===== config.mk =====
export PLATFORM = sky130hd
export DESIGN_NAME = program_loader
export DESIGN_NICKNAME = d
export VERILOG_FILES = /design/src/rtl/loader_pkg.sv /design/src/rtl/loader_timeout.sv /design/src/rtl/program_loader.sv
export SDC_FILE = /design/constraint.sdc
export NUM_CORES = 1
export LEC_CHECK = 0
export ABC_AREA = 1
export ABC_CLOCK_PERIOD_IN_PS = 3150
export BUFFER_PORTS_ARGS = -buffer_cell sky130_fd_sc_hd__buf_2
export CORE_ASPECT_RATIO = 0.8
export CORE_UTILIZATION = 57
export CTS_CLUSTER_SIZE = 10
export DETAILED_ROUTE_END_ITERATION = 10
export PLACE_DENSITY = 0.8
export SYNTH_ARGS = -nofsm -noshare
export SYNTH_HDL_FRONTEND = slang
export SYNTH_SLANG_ARGS = --single-unit

===== constraint.sdc =====
create_clock -name clock -period 3.15 [get_ports clock]
set_input_delay 0.315 -clock clock [delete_from_list [all_inputs] [get_ports clock]]
set_output_delay 0.315 -clock clock [all_outputs]
set_load 0.02 [all_outputs]

===== src/rtl/loader_pkg.sv =====
// Shared types and defaults for the program loader.
// The CSUM state exists only when PROGRAM_LOADER_CHECKSUM_EN is defined.
package loader_pkg;

  localparam int WORD_W         = 32;
  localparam int BYTE_W         = 8;
  localparam int BYTES_PER_WORD = 4;

  localparam logic [7:0] MAGIC_DEFAULT   = 8'hA5;
  localparam int         TIMEOUT_DEFAULT = 1250000;

  typedef enum logic [2:0] {
    ST_IDLE   = 3'd0,
    ST_CNT_LO = 3'd1,
    ST_CNT_HI = 3'd2,
    ST_DATA   = 3'd3
`ifdef PROGRAM_LOADER_CHECKSUM_EN
    ,
    ST_CSUM   = 3'd4
`endif
  } state_t;

endpackage


===== src/rtl/loader_timeout.sv =====
// Inter-byte idle counter: counts cycles while enabled and pulses expired
// for one cycle when TIMEOUT_CYCLES idle cycles have elapsed without a clear.
module loader_timeout
  import loader_pkg::*;
#(
  parameter int TIMEOUT_CYCLES = TIMEOUT_DEFAULT
) (
  input  logic clock,
  input  logic reset_n,
  input  logic clear,
  input  logic enable,
  output logic expired
);

  localparam int                CNT_W = $clog2(TIMEOUT_CYCLES + 1);
  localparam logic [CNT_W-1:0]  LIMIT = CNT_W'(TIMEOUT_CYCLES - 1);

  logic [CNT_W-1:0] cnt_r;

  // Idle-cycle counter; saturates at LIMIT so expired cannot re-arm on wrap.
  always_ff @(posedge clock or negedge reset_n) begin
    if (!reset_n) begin
      cnt_r <= {CNT_W{1'b0}};
    end else if (clear || !enable) begin
      cnt_r <= {CNT_W{1'b0}};
    end else if (cnt_r != LIMIT) begin
      cnt_r <= cnt_r + {{(CNT_W-1){1'b0}}, 1'b1};
    end else begin
      cnt_r <= cnt_r;
    end
  end

  // A byte arriving in the firing cycle suppresses the timeout.
  assign expired = enable && !clear && (cnt_r == LIMIT);

endmodule


===== src/rtl/program_loader.sv =====
// Framed byte-stream loader: MAGIC, 16-bit count, little-endian words -> IMEM writes.
// Define PROGRAM_LOADER_CHECKSUM_EN to require a trailing mod-256 checksum byte.
module program_loader
  import loader_pkg::*;
#(
  parameter int          Nloc           = 32,
  parameter logic [31:0] BASE_ADDR      = 32'h0000_0000,
  parameter logic [7:0]  MAGIC          = MAGIC_DEFAULT,
  parameter int          TIMEOUT_CYCLES = TIMEOUT_DEFAULT
) (
  input  logic        clock,
  input  logic        reset_n,
  input  logic [7:0]  rx_data,
  input  logic        rx_valid,
  output logic        wr_enable,
  output logic [31:0] wr_address,
  output logic [31:0] wr_data,
  output logic        cpu_hold,
  output logic        busy,
  output logic        load_done,
  output logic        load_error
);

  localparam int          IDX_W    = $clog2(Nloc) + 1;
  localparam logic [15:0] NLOC_CNT = 16'(Nloc);

  state_t                          state_r;
  state_t                          state_next_s;
  logic [15:0]                     count_r;
  logic [IDX_W-1:0]                index_r;
  logic [1:0]                      lane_r;
  logic [WORD_W-BYTE_W-1:0]        shift_r;
  logic                            wr_enable_r;
  logic [WORD_W-1:0]               wr_address_r;
  logic [WORD_W-1:0]               wr_data_r;
  logic                            cpu_hold_r;
  logic                            busy_r;
  logic                            load_done_r;
  logic                            load_error_r;
`ifdef PROGRAM_LOADER_CHECKSUM_EN
  logic [BYTE_W-1:0]               sum_r;
`endif

  logic        start_s;
  logic        cnt_lo_s;
  logic        cnt_hi_s;
  logic        data_s;
  logic        write_s;
  logic        done_s;
  logic        error_s;
  logic        expired_s;
  logic [15:0] count_full_s;
  logic        last_word_s;

  assign count_full_s = {rx_data, count_r[7:0]};
  assign last_word_s  = (({{(16-IDX_W){1'b0}}, index_r} + 16'd1) == count_r);

  loader_timeout #(
    .TIMEOUT_CYCLES (TIMEOUT_CYCLES)
  ) u_timeout (
    .clock   (clock),
    .reset_n (reset_n),
    .clear   (rx_valid),
    .enable  (state_r != ST_IDLE),
    .expired (expired_s)
  );

  // FSM state register.
  always_ff @(posedge clock or negedge reset_n) begin
    if (!reset_n) begin
      state_r <= ST_IDLE;
    end else begin
      state_r <= state_next_s;
    end
  end

  // Next-state and per-edge control strobes; an accepted byte always beats the timeout.
  always_comb begin
    state_next_s = state_r;
    start_s      = 1'b0;
    cnt_lo_s     = 1'b0;
    cnt_hi_s     = 1'b0;
    data_s       = 1'b0;
    write_s      = 1'b0;
    done_s       = 1'b0;
    error_s      = 1'b0;
    case (state_r)
      ST_IDLE: begin
        if (rx_valid && (rx_data == MAGIC)) begin
          start_s      = 1'b1;
          state_next_s = ST_CNT_LO;
        end else begin
          state_next_s = ST_IDLE;
        end
      end
      ST_CNT_LO: begin
        if (rx_valid) begin
          cnt_lo_s     = 1'b1;
          state_next_s = ST_CNT_HI;
        end else if (expired_s) begin
          error_s      = 1'b1;
          state_next_s = ST_IDLE;
        end else begin
          state_next_s = ST_CNT_LO;
        end
      end
      ST_CNT_HI: begin
        if (rx_valid) begin
          cnt_hi_s = 1'b1;
          if (count_full_s > NLOC_CNT) begin
            error_s      = 1'b1;
            state_next_s = ST_IDLE;
          end else if (count_full_s == 16'd0) begin
`ifdef PROGRAM_LOADER_CHECKSUM_EN
            state_next_s = ST_CSUM;
`else
            done_s       = 1'b1;
            state_next_s = ST_IDLE;
`endif
          end else begin
            state_next_s = ST_DATA;
          end
        end else if (expired_s) begin
          error_s      = 1'b1;
          state_next_s = ST_IDLE;
        end else begin
          state_next_s = ST_CNT_HI;
        end
      end
      ST_DATA: begin
        if (rx_valid) begin
          data_s = 1'b1;
          if (lane_r == 2'd3) begin
            write_s = 1'b1;
            if (last_word_s) begin
`ifdef PROGRAM_LOADER_CHECKSUM_EN
              state_next_s = ST_CSUM;
`else
              done_s       = 1'b1;
              state_next_s = ST_IDLE;
`endif
            end else begin
              state_next_s = ST_DATA;
            end
          end else begin
            state_next_s = ST_DATA;
          end
        end else if (expired_s) begin
          error_s      = 1'b1;
          state_next_s = ST_IDLE;
        end else begin
          state_next_s = ST_DATA;
        end
      end
`ifdef PROGRAM_LOADER_CHECKSUM_EN
      ST_CSUM: begin
        if (rx_valid) begin
          if (rx_data == sum_r) begin
            done_s = 1'b1;
          end else begin
            error_s = 1'b1;
          end
          state_next_s = ST_IDLE;
        end else if (expired_s) begin
          error_s      = 1'b1;
          state_next_s = ST_IDLE;
        end else begin
          state_next_s = ST_CSUM;
        end
      end
`endif
      default: begin
        state_next_s = ST_IDLE;
      end
    endcase
  end

  // Status flags; cpu_hold is released only by a successful frame.
  always_ff @(posedge clock or negedge reset_n) begin
    if (!reset_n) begin
      cpu_hold_r   <= 1'b0;
      load_done_r  <= 1'b0;
      load_error_r <= 1'b0;
      busy_r       <= 1'b0;
    end else begin
      busy_r <= (state_next_s != ST_IDLE);
      if (start_s) begin
        cpu_hold_r   <= 1'b1;
        load_done_r  <= 1'b0;
        load_error_r <= 1'b0;
      end else if (done_s) begin
        cpu_hold_r   <= 1'b0;
        load_done_r  <= 1'b1;
      end else if (error_s) begin
        load_error_r <= 1'b1;
      end else begin
        cpu_hold_r   <= cpu_hold_r;
        load_done_r  <= load_done_r;
        load_error_r <= load_error_r;
      end
    end
  end

  // Frame counters and byte assembly; lane 3 completes the word and issues the write.
  always_ff @(posedge clock or negedge reset_n) begin
    if (!reset_n) begin
      count_r      <= 16'd0;
      index_r      <= {IDX_W{1'b0}};
      lane_r       <= 2'd0;
      shift_r      <= {(WORD_W-BYTE_W){1'b0}};
      wr_enable_r  <= 1'b0;
      wr_address_r <= 32'd0;
      wr_data_r    <= 32'd0;
    end else begin
      wr_enable_r <= write_s;
      if (start_s) begin
        index_r <= {IDX_W{1'b0}};
        lane_r  <= 2'd0;
      end else if (data_s) begin
        lane_r  <= lane_r + 2'd1;
        shift_r <= {rx_data, shift_r[WORD_W-BYTE_W-1:BYTE_W]};
      end else begin
        lane_r  <= lane_r;
      end
      if (cnt_lo_s) begin
        count_r[7:0] <= rx_data;
      end else if (cnt_hi_s) begin
        count_r[15:8] <= rx_data;
      end else begin
        count_r <= count_r;
      end
      if (write_s) begin
        wr_data_r    <= {rx_data, shift_r};
        wr_address_r <= BASE_ADDR + {{(30-IDX_W){1'b0}}, index_r, 2'b00};
        index_r      <= index_r + {{(IDX_W-1){1'b0}}, 1'b1};
      end else begin
        wr_data_r    <= wr_data_r;
        wr_address_r <= wr_address_r;
      end
    end
  end

`ifdef PROGRAM_LOADER_CHECKSUM_EN
  // Running mod-256 sum of DATA bytes, compared against the trailing byte in CSUM.
  always_ff @(posedge clock or negedge reset_n) begin
    if (!reset_n) begin
      sum_r <= 8'd0;
    end else if (start_s) begin
      sum_r <= 8'd0;
    end else if (data_s) begin
      sum_r <= sum_r + rx_data;
    end else begin
      sum_r <= sum_r;
    end
  end
`endif

  assign wr_enable  = wr_enable_r;
  assign wr_address = wr_address_r;
  assign wr_data    = wr_data_r;
  assign cpu_hold   = cpu_hold_r;
  assign busy       = busy_r;
  assign load_done  = load_done_r;
  assign load_error = load_error_r;

endmodule


==> impl_metrics.env, run 1 <==
export IMPL_syn_inst=638
export IMPL_swShare=0.2205
export IMPL_rsz0062_at_grt="no"
export IMPL_synth_seq_cells=114
export IMPL_grt_overflow=0
export IMPL_wl_per_cell_um=14.68
export IMPL_worst_setup_path_end_kind="flop"
export IMPL_cp_cell_sequence="nand2_1 -> nor2_4 -> inv_2 -> nor2_8 -> inv_2 -> buf_4 -> nand2_1 -> nand2_1"
export IMPL_nFillCells=720
export IMPL_cts_root_buf="clkbuf_16"
export IMPL_track_usage=0.2744
export IMPL_postCtsSetupBuffers=0
export IMPL_cp_max_fo=38
export IMPL_power_leakage_nw=3.237
export IMPL_worstSetupPathType="flop to flop"
export IMPL_clk_path_buf_depth=2
export IMPL_internal_power_w=0.003126
export IMPL_layout_common_cells="171 x nand2_1, 114 x dfrtp_1, 77 x inv_1, 52 x o21ai_0, 52 x buf_2"
export IMPL_htreeDepth=4
export IMPL_via_per_inst=5.308
export IMPL_drc_errors=0
export IMPL_p_sw_w=0.0008844
export IMPL_drt_iter0_drc=337
export IMPL_drv_slew=0
export IMPL_mostFrequentLayoutCell="nand2_1"
export IMPL_ios=80
export IMPL_ir_drop_mv=0.6219
export IMPL_drt_pass1_iter_count=5
export IMPL_total_power_w=0.004010
export IMPL_die_area_sq_um=9791
export IMPL_avgSynthCellArea_sq_um=8.396
export IMPL_place_congestion=0.8766
export IMPL_met1_usage=0.3885
export IMPL_status="complete, no violations"
export IMPL_finalSetupTns_ns=0
export IMPL_fin_skew_ns=0.007135
export IMPL_power_frac_comb=0.065
export IMPL_ant_nets=0
export IMPL_met3_usage=0.08174
export IMPL_post_route_cells_drive_above_1_share=0.1515
export IMPL_synth_top_area_share=0.5326
export IMPL_arrival_ns=2.49
export IMPL_grt_pass1_wl_mm=20.09
export IMPL_period_share=0.6813
export IMPL_vias=4395
export IMPL_synth_cell_types=35
export IMPL_crit_buf_inv=3
export IMPL_cp_slowest_stage_delay_ns=0.45
export IMPL_coreArea_sq_um=9076
export IMPL_use_met2=0.4077
export IMPL_path_clk_slew_ns=0.05
export IMPL_grt_max_degree=48
export IMPL_seq_area_sq_um=2853
export IMPL_place_area_sq_um=5640
export IMPL_synth_largest_area_cell="dfrtp_1"
export IMPL_antenna_cells=0
export IMPL_start_util=0.5902
export IMPL_cap_violations=0
export IMPL_clockPowerShare=0.542
export IMPL_drt_wl_total_mm=12.16
export IMPL_hold_viol_final=0
export IMPL_grt_busiest_layer="met2"
export IMPL_hpwl_mm=8.106
export IMPL_io_buffers=53
export IMPL_seqPwrFrac=0.393
export IMPL_cts_num_sinks=114
export IMPL_nets=714
export IMPL_grt_pass1_vias=4116
export IMPL_hold_class="primary input to flop"
export IMPL_yosysSeqAreaShare=0.5326
export IMPL_startpoint_type="flop"
export IMPL_area_growth_pct=17.96
export IMPL_clock_latency_ns=0.41
export IMPL_rows=31
export IMPL_slowest_stage="inv_2"
export IMPL_die_w_um=110.4
export IMPL_setup_violations=0
export IMPL_cts_buffers=17
export IMPL_multi_input_area_sq_um=2018
export IMPL_power_density_nw_per_um2=634.7
export IMPL_antenna_found_initial=0
export IMPL_die_y_um=88.71
export IMPL_required_ns=3.50
export IMPL_crit_top_cell="nand2_1"
export IMPL_synth_area_top_cells="dfrtp_1 53%, nand2_1 12%, inv_1 5.4%, o21ai_0 4.9%, buf_4 3.9%"
export IMPL_worst_slew_pin_transition_ns=0.6969
export IMPL_slew_limit_headroom=0.5349
export IMPL_fin_crit_ns=2.146
export IMPL_final_cell_area_sq_um=6319
export IMPL_yosysWarnings=0
export IMPL_critPathTopFamily="buffers and inverters"
export IMPL_cts_tree="yes"
export IMPL_synth_area_sq_um=5356
export IMPL_fmax_mhz=466.0
metrics by stage:
| stage | std cells | util | hold slack [ns] | setup WS, ns |
|---|---|---|---|---|
| final | 828 | 0.6962 | 0.1888 | 1.004 |
| after global routing | 828 | 0.6962 | 0.1996 | 0.8024 |
| after CTS | 828 | 0.6962 | 0.1804 | 1.017 |
| after detailed placement | 795 | 0.6215 | 0.3549 | 0.9929 |
| after global placement | 795 | 0.6215 | 0.3400 | 1.074 |
| after floorplan | 663 | - | 0.01941 | 1.638 |
sequential cells by signal, indices dropped and copies added, names as in the netlist:
| name | count |
|---|---|
| lane_r | 2 |
| load_done | 1 |
| cpu_hold | 1 |
| count_r | 16 |
| state_r | 2 |
| wr_address | 6 |
| u_timeout.cnt_r | 21 |
| wr_data | 32 |
| index_r | 6 |
| wr_enable | 1 |
| busy | 1 |
| load_error | 1 |
| shift_r | 24 |
worst paths after layout:
kind	cells after the start	startpoint	slack, ns	end
setup / recovery	8	state_r[1]$_DFF_PN0_	1.00	wr_data[1]$_DFFE_PN0P_
min in group asynchronous	2	reset_n	0.44	wr_data[6]$_DFFE_PN0P_
hold reg to reg	2	wr_data[7]$_DFFE_PN0P_	0.46	wr_data[7]$_DFFE_PN0P_
setup reg to reg	8	state_r[1]$_DFF_PN0_	1.00	wr_data[1]$_DFFE_PN0P_
hold / removal	3	rx_data[0]	0.19	shift_r[16]$_DFFE_PN0P_
max in group asynchronous	3	reset_n	1.96	u_timeout.cnt_r[11]$_DFFE_PN0P_
power groups by stage:
| stage | registers (W) | clock network (W) | logic [W] |
|---|---|---|---|
| final | 0.00158 | 0.00217 | 0.000260 |
| after global routing | 0.00158 | 0.00226 | 0.000296 |
| after CTS | 0.00157 | 0.00219 | 0.000263 |
| after detailed placement | 0.00160 | 0 | 0.000257 |
| after global placement | 0.00160 | 0 | 0.000251 |
| after floorplan | 0.00162 | 0 | 0.000154 |
tightest hold or removal path, cell delays in order:
cell and delay (ns):
buf_2 0.13, nand2_1 0.06, o21ai_0 0.06
layer usage:
metal | vias to the layer above | part of all wire
met5 | - | 0
met4 | 0 | 0.014
met3 | 15 | 0.061
met2 | 143 | 0.45
met1 | 2101 | 0.47
li1 | 2136 | -
cell usage after synthesis:
cell and count:
nor3_4 1, and2_1 2, nor2_2 3, buf_4 28, o21ai_1 30, nand2_1 171, o211a_1 1, nor2_1 36
nor2_4 3, nand3_1 27, nand3_2 3, o21bai_2 1, clkbuf_1 6, conb_1 1, xor2_1 3, a31oi_1 3
inv_1 77, nand2_4 1, inv_2 3, a22oi_1 1, a21oi_1 12, o22ai_1 2, nand2_2 2, o211ai_1 1
ha_1 3, buf_2 7, nor3_1 15, nor4_1 6, nand4_1 18, buf_6 1, or2_0 1, o21ai_0 52
nor3_2 2, nor2_8 1, dfrtp_1 114
logic make-up (layout without fill, tap and decap cells):
kind of cell | after synthesis | after routing | share of synthesized area
flip-flops | 114 | 114 | 0.5326
buffers and inverters | 122 | 172 | 0.1082
AO/OA/AOI/OAI | 103 | 103 | 0.1004
adder cells (fa/ha/maj) | 3 | 3 | 0.007008
XOR/XNOR | 3 | 3 | 0.004906
AND/OR/NAND/NOR | 292 | 292 | 0.2462
other | 1 | 26 | 0.0007001
timing repair:
item                                    CTS  global route
hold endpoints to repair                 41             0
resized for setup                         0             0
endpoints found under the setup margin    0             0
hold buffers                              1             0
area by class of cell:
cell class | instances | area share
clock inverters | 10 | 0.03228
multi-input cells | 427 | 0.3194
inverters | 80 | 0.04752
flip-flops and latches | 114 | 0.4515
repair buffers | 60 | 0.05307
well taps | 115 | 0.02277
clock buffers | 22 | 0.07347
Note: power is estimated with default switching activity, not from simulation.
==> run 2: changes to the inputs <==
Settings changed: ABC_CLOCK_PERIOD_IN_PS 3150 to 2000.
Clock period 3.15 ns to 2 ns, I/O delays scaled along.
==> run 2 against run 1 <==
- sequential cell count unchanged
- final area fell by 0.81%
- non-clock buffer count grew 5
- clock skew up 0.0010 ns
- count of clock-buffer cells in the layout rose by 4
- clock power grew 32%
- die area stayed put
==> impl_metrics.env, run 2 (same netlist as run 1, synthesis figures left out) <==
export IMPL_via_per_inst=5.300
export IMPL_die_area_sq_um=9791
export IMPL_arrival_ns=2.10
export IMPL_required_ns=2.32
export IMPL_final_cell_area_sq_um=6267
export IMPL_seqPwrFrac=0.430
export IMPL_cp_max_fo=7
export IMPL_cts_buffers=17
export IMPL_seq_area_sq_um=2853
export IMPL_antenna_cells=0
export IMPL_rows=31
export IMPL_cts_root_buf="clkbuf_16"
export IMPL_post_route_cells_drive_above_1_share=0.1550
export IMPL_use_met2=0.4037
export IMPL_ir_drop_mv=0.7692
export IMPL_fin_ws_ns=0.2235
export IMPL_met1_usage=0.3954
export IMPL_hold_viol_final=0
export IMPL_drt_iter0_drc=352
export IMPL_worst_slew_pin_transition_ns=0.5432
export IMPL_startpoint_type="flop"
export IMPL_fin_crit_ns=1.777
export IMPL_drc_errors=0
export IMPL_status="complete, no violations"
export IMPL_hpwl_mm=8.227
export IMPL_grt_overflow=0
export IMPL_wl_per_cell_um=14.31
export IMPL_fin_skew_ns=0.008179
export IMPL_worst_setup_path_end_kind="flop"
export IMPL_grt_pass1_wl_mm=19.99
export IMPL_area_growth_pct=17.01
export IMPL_die_y_um=88.71
export IMPL_clock_latency_ns=0.40
export IMPL_clockPowerShare=0.498
export IMPL_track_usage=0.2716
export IMPL_cts_num_sinks=114
export IMPL_ant_nets=0
export IMPL_die_w_um=110.4
export IMPL_met3_usage=0.07364
export IMPL_placedCellCount=800
export IMPL_fmax_mhz=562.9
export IMPL_layout_common_cells="171 x nand2_1, 114 x dfrtp_1, 77 x inv_1, 52 x o21ai_0, 52 x buf_2"
export IMPL_io_buffers=53
export IMPL_grt_max_degree=45
export IMPL_nFillCells=682
export IMPL_grt_pass1_vias=4105
export IMPL_power_density_nw_per_um2=920.2
export IMPL_clk_path_buf_depth=2
export IMPL_antenna_found_initial=0
export IMPL_finalSetupTns_ns=0
export IMPL_setup_violations=0
export IMPL_mostFrequentLayoutCell="nand2_1"
export IMPL_multi_input_area_sq_um=2018
export IMPL_htreeDepth=4
export IMPL_coreArea_sq_um=9076
export IMPL_power_leakage_nw=3.217
export IMPL_power_frac_comb=0.071
export IMPL_drt_pass1_iter_count=5
export IMPL_final_cell_count_no_fill=831
export IMPL_slew_limit_headroom=0.6345
export IMPL_place_area_sq_um=5690
export IMPL_period_share=0.8883
export IMPL_cap_violations=0
export IMPL_cts_resized=0
export IMPL_drv_slew=0
export IMPL_internal_power_w=0.004418
export IMPL_rsz0062_at_grt="no"
export IMPL_hold_class="primary input to flop"
export IMPL_grt_busiest_layer="met2"
export IMPL_swShare=0.2340
export IMPL_vias=4404
export IMPL_largest_reg_flops=32
export IMPL_worstSetupPathType="flop to flop"
export IMPL_p_sw_w=0.001349
export IMPL_drt_wl_total_mm=11.90
export IMPL_start_util=0.5902
export IMPL_ios=80
export IMPL_nets=719
export IMPL_path_clk_slew_ns=0.05
export IMPL_place_congestion=0.8967
export IMPL_cts_tree="yes"
export IMPL_preCtsSetupSlack_ns=0.2605
[run 2: changes by cell type in the layout (fill, tap and decap cells not counted), sizes merged]
cell | previous run | this run
buf | 59 | 64
bufinv | 6 | 1
clkbuf | 22 | 26
clkinvlp | 0 | 1
clkinv | 4 | 2
[run 2: path summary, 6_finish.rpt]
| kind | start | end | slack (ns) | depth (start not counted) |
|---|---|---|---|---|
| min in group asynchronous | reset_n | wr_data[5]$_DFFE_PN0P_ | 0.28 | 2 |
| hold reg to reg | wr_data[7]$_DFFE_PN0P_ | wr_data[7]$_DFFE_PN0P_ | 0.47 | 2 |
| hold / removal | rx_data[6] | count_r[6]$_DFFE_PN0P_ | 0.08 | 3 |
| setup reg to reg | u_timeout.cnt_r[0]$_DFFE_PN0P_ | load_error$_DFFE_PN0P_ | 0.22 | 6 |
| setup / recovery | u_timeout.cnt_r[0]$_DFFE_PN0P_ | load_error$_DFFE_PN0P_ | 0.22 | 6 |
| max in group asynchronous | reset_n | u_timeout.cnt_r[1]$_DFFE_PN0P_ | 1.05 | 3 |
[run 2: cell type report]
type,instances,area share
Sequential cell,114,0.4552
Multi-Input combinational cell,427,0.3220
Clock buffer,26,0.08285
Timing Repair Buffer,65,0.06149
Inverter,80,0.04791
Tap cell,115,0.02296
Clock inverter,4,0.007586
[run 2: timing repair]
action | in CTS | in global routing
setup buffers | 0 | 0
endpoints found under the hold margin | 29 | 0
hold buffers | 1 | 0
[run 2: worst max-delay path, cell delays in order, from the launching register on]
cell and delay [ns]:
dfrtp_1 0.41, ha_1 0.22, nand3_2 0.15, nor4_1 0.24, nand4_1 0.30, or2_0 0.29
o211ai_1 0.08
[run 2: power groups by stage]
stage | Clock [W] | Combinational (W) | Sequential (W)
finish | 0.00287 | 0.000411 | 0.00248
global route | 0.00303 | 0.000468 | 0.00249
CTS | 0.00292 | 0.000414 | 0.00248
global placement | 0 | 0.000397 | 0.00251
detailed placement | 0 | 0.000406 | 0.00252
floorplan | 0 | 0.000243 | 0.00254
[run 2: stage by stage]
step / hold WS (ns) / power, W / utilization
global placement: 0.1742 / 0.002908 / 0.6270
global route: 0.08600 / 0.005986 / 0.6905
finish: 0.07763 / 0.005767 / 0.6905
floorplan: -0.09559 / 0.002787 / -
CTS: 0.05763 / 0.005817 / 0.6905
detailed placement: 0.1767 / 0.002923 / 0.6270
[run 2: per-layer routing]
metal	up-vias	wire, um
met3	8	713
met4	0	71
li1	2153	-
met2	158	5318
met1	2085	5792
met5	-	0
==> run 3: changes to the inputs <==
Settings changed: CELL_PAD_IN_SITES_DETAIL_PLACEMENT set to 0, CELL_PAD_IN_SITES_GLOBAL_PLACEMENT set to 1, CORE_UTILIZATION 57 to 43.
==> run 3 against run 2 <==
- register-to-register slack better by 0.04 ns
- wire length is 2.1% higher
- sequential power hardly changed
- die area is 32% higher
- clock skew hardly changed
- maximum frequency is 2.5% higher
- sequential share of layout area is 0.37 points lower
- sequential cell count stayed put
- critical path type unchanged
- largest power group unchanged
- highest routed layer unchanged
==> impl_metrics.env, run 3 (same netlist as run 1, synthesis figures left out) <==
export IMPL_track_usage=0.2087
export IMPL_wl_per_cell_um=13.93
export IMPL_clk_path_buf_depth=2
export IMPL_via_per_inst=4.956
export IMPL_die_area_sq_um=12910
export IMPL_rsz0062_at_grt="no"
export IMPL_grt_max_degree=36
export IMPL_die_y_um=101.8
export IMPL_antenna_cells=0
export IMPL_finalSetupTns_ns=0
export IMPL_grt_overflow=0
export IMPL_rows=36
export IMPL_slowest_stage="dfrtp_1"
export IMPL_power_leakage_nw=3.219
export IMPL_drt_iter0_drc=276
export IMPL_coreArea_sq_um=12160
export IMPL_cts_resized=0
export IMPL_rr_startpoint="u_timeout.cnt_r[0]$_DFFE_PN0P_"
export IMPL_grt_pass1_wl_mm=20.36
export IMPL_cp_slowest_stage_delay_ns=0.41
export IMPL_path_clk_slew_ns=0.05
export IMPL_fin_skew_ns=0.007826
export IMPL_required_ns=2.34
export IMPL_cts_root_buf="clkbuf_16"
export IMPL_io_buffers=53
export IMPL_area_growth_pct=17.96
export IMPL_hold_viol_final=0
export IMPL_min_delay_start="rx_data[1]"
export IMPL_crit_path_start="u_timeout.cnt_r[0]$_DFFE_PN0P_"
export IMPL_hold_class="primary input to flop"
export IMPL_hpwl_mm=8.843
export IMPL_htreeDepth=4
export IMPL_worst_setup_path_end_kind="flop"
export IMPL_cts_tree="yes"
export IMPL_setup_violations=0
export IMPL_power_density_nw_per_um2=892.3
export IMPL_cts_buffers=17
export IMPL_layout_common_cells="171 x nand2_1, 114 x dfrtp_1, 77 x inv_1, 52 x o21ai_0, 52 x buf_2"
export IMPL_drc_errors=0
export IMPL_drv_slew=0
export IMPL_fin_crit_ns=1.734
export IMPL_clock_latency_ns=0.42
export IMPL_nFillCells=1165
export IMPL_post_route_cells_drive_above_1_share=0.1597
export IMPL_die_w_um=126.8
export IMPL_drt_wl_total_mm=12.14
export IMPL_cts_num_sinks=114
export IMPL_status="complete, no violations"
export IMPL_ir_drop_mv=0.6486
export IMPL_largest_reg_flops=32
export IMPL_mostFrequentLayoutCell="nand2_1"
export IMPL_cap_violations=0
export IMPL_drt_pass1_iter_count=5
export IMPL_startpoint_type="flop"
export IMPL_nets=722
export IMPL_cp_cell_sequence="ha_1 -> nand3_2 -> nor4_1 -> nand4_1 -> or2_0 -> o211ai_1"
export IMPL_arrival_ns=2.07
export IMPL_antenna_found_initial=0
export IMPL_worstSetupPathType="flop to flop"
export IMPL_period_share=0.8670
export IMPL_ios=80
export IMPL_vias=4322
export IMPL_fmax_mhz=576.7
export IMPL_ant_nets=0
export IMPL_start_util=0.4404
export IMPL_cp_max_fo=7
export IMPL_fin_ws_ns=0.2660
export IMPL_place_congestion=0.8359
export IMPL_preCtsSetupSlack_ns=0.2757
export IMPL_grt_pass1_vias=4142
==> run 3: cell count changes in the layout (fill, tap and decap cells not counted) <==
cell        previous run  this run
clkinv_2               2         5
buf_12                 2         3
inv_6                  0         1
clkbuf_8               6         1
clkinvlp_4             1         3
buf_4                 10        12
==> run 3: layer usage <==
| layer | global-route usage | part of all wire | up-vias |
|---|---|---|---|
| met5 | 0 | 0 | - |
| met4 | 0.09066 | 0.013 | 0 |
| met3 | 0.05393 | 0.044 | 14 |
| met2 | 0.3077 | 0.43 | 88 |
| met1 | 0.2935 | 0.51 | 2062 |
| li1 | - | - | 2158 |
==> run 3: repair_timing <==
item / 4_1_cts / 5_1_grt
buffers inserted: 0 / 0
hold buffers: 1 / 0
endpoints found under the hold margin: 30 / 0
==> run 3: stage by stage <==
step | area [sq um] | hold WS (ns) | total power (W) | cells | util
final | 6319 | 0.04751 | 0.005638 | 872 | 0.5195
after global placement | 5772 | 0.1719 | 0.002914 | 840 | 0.4746
after floorplan | 5450 | -0.09559 | 0.002787 | 663 | -
after CTS | 6319 | 0.03686 | 0.005710 | 872 | 0.5195
after global routing | 6319 | 0.04818 | 0.005862 | 872 | 0.5195
after detailed placement | 5772 | 0.1766 | 0.002923 | 840 | 0.4746
==> run 3: area by class of cell <==
class	count	area, sq um	share of cell area
tap	152	190.2	0.03010
sequential	114	2853	0.4515
inverter	80	300.3	0.04752
timing repair buffer	68	420.4	0.06653
multi-input combinational	427	2018	0.3194
clock buffer	21	450.4	0.07129
clock inverter	10	86.33	0.01366
==> run 3: where the power goes <==
part	switching [W]	total, W	internal (W)
Clock	0.00103	0.00275	0.00172
Sequential	0.0000641	0.00248	0.00241
Combinational	0.000291	0.000408	0.000118
==> run 3: worst paths after layout <==
path / depth (start not counted) / endpoint / slack [ns]
setup reg to reg: 6 / load_error$_DFFE_PN0P_ / 0.27
hold reg to reg: 2 / wr_data[6]$_DFFE_PN0P_ / 0.46
max in group asynchronous: 3 / u_timeout.cnt_r[5]$_DFFE_PN0P_ / 1.10
hold / removal: 3 / shift_r[17]$_DFFE_PN0P_ / 0.05
min in group asynchronous: 2 / shift_r[2]$_DFFE_PN0P_ / 0.28
setup / recovery: 6 / load_error$_DFFE_PN0P_ / 0.27
==> run 3: critical path: cells and delay by family, from the launching register on <==
family                   cells  cell delay [ns]
adder cells (fa/ha/maj)      1             0.23
AO/OA/AOI/OAI                1             0.09
AND/OR/NAND/NOR              4             0.93
flip-flops                   1             0.41
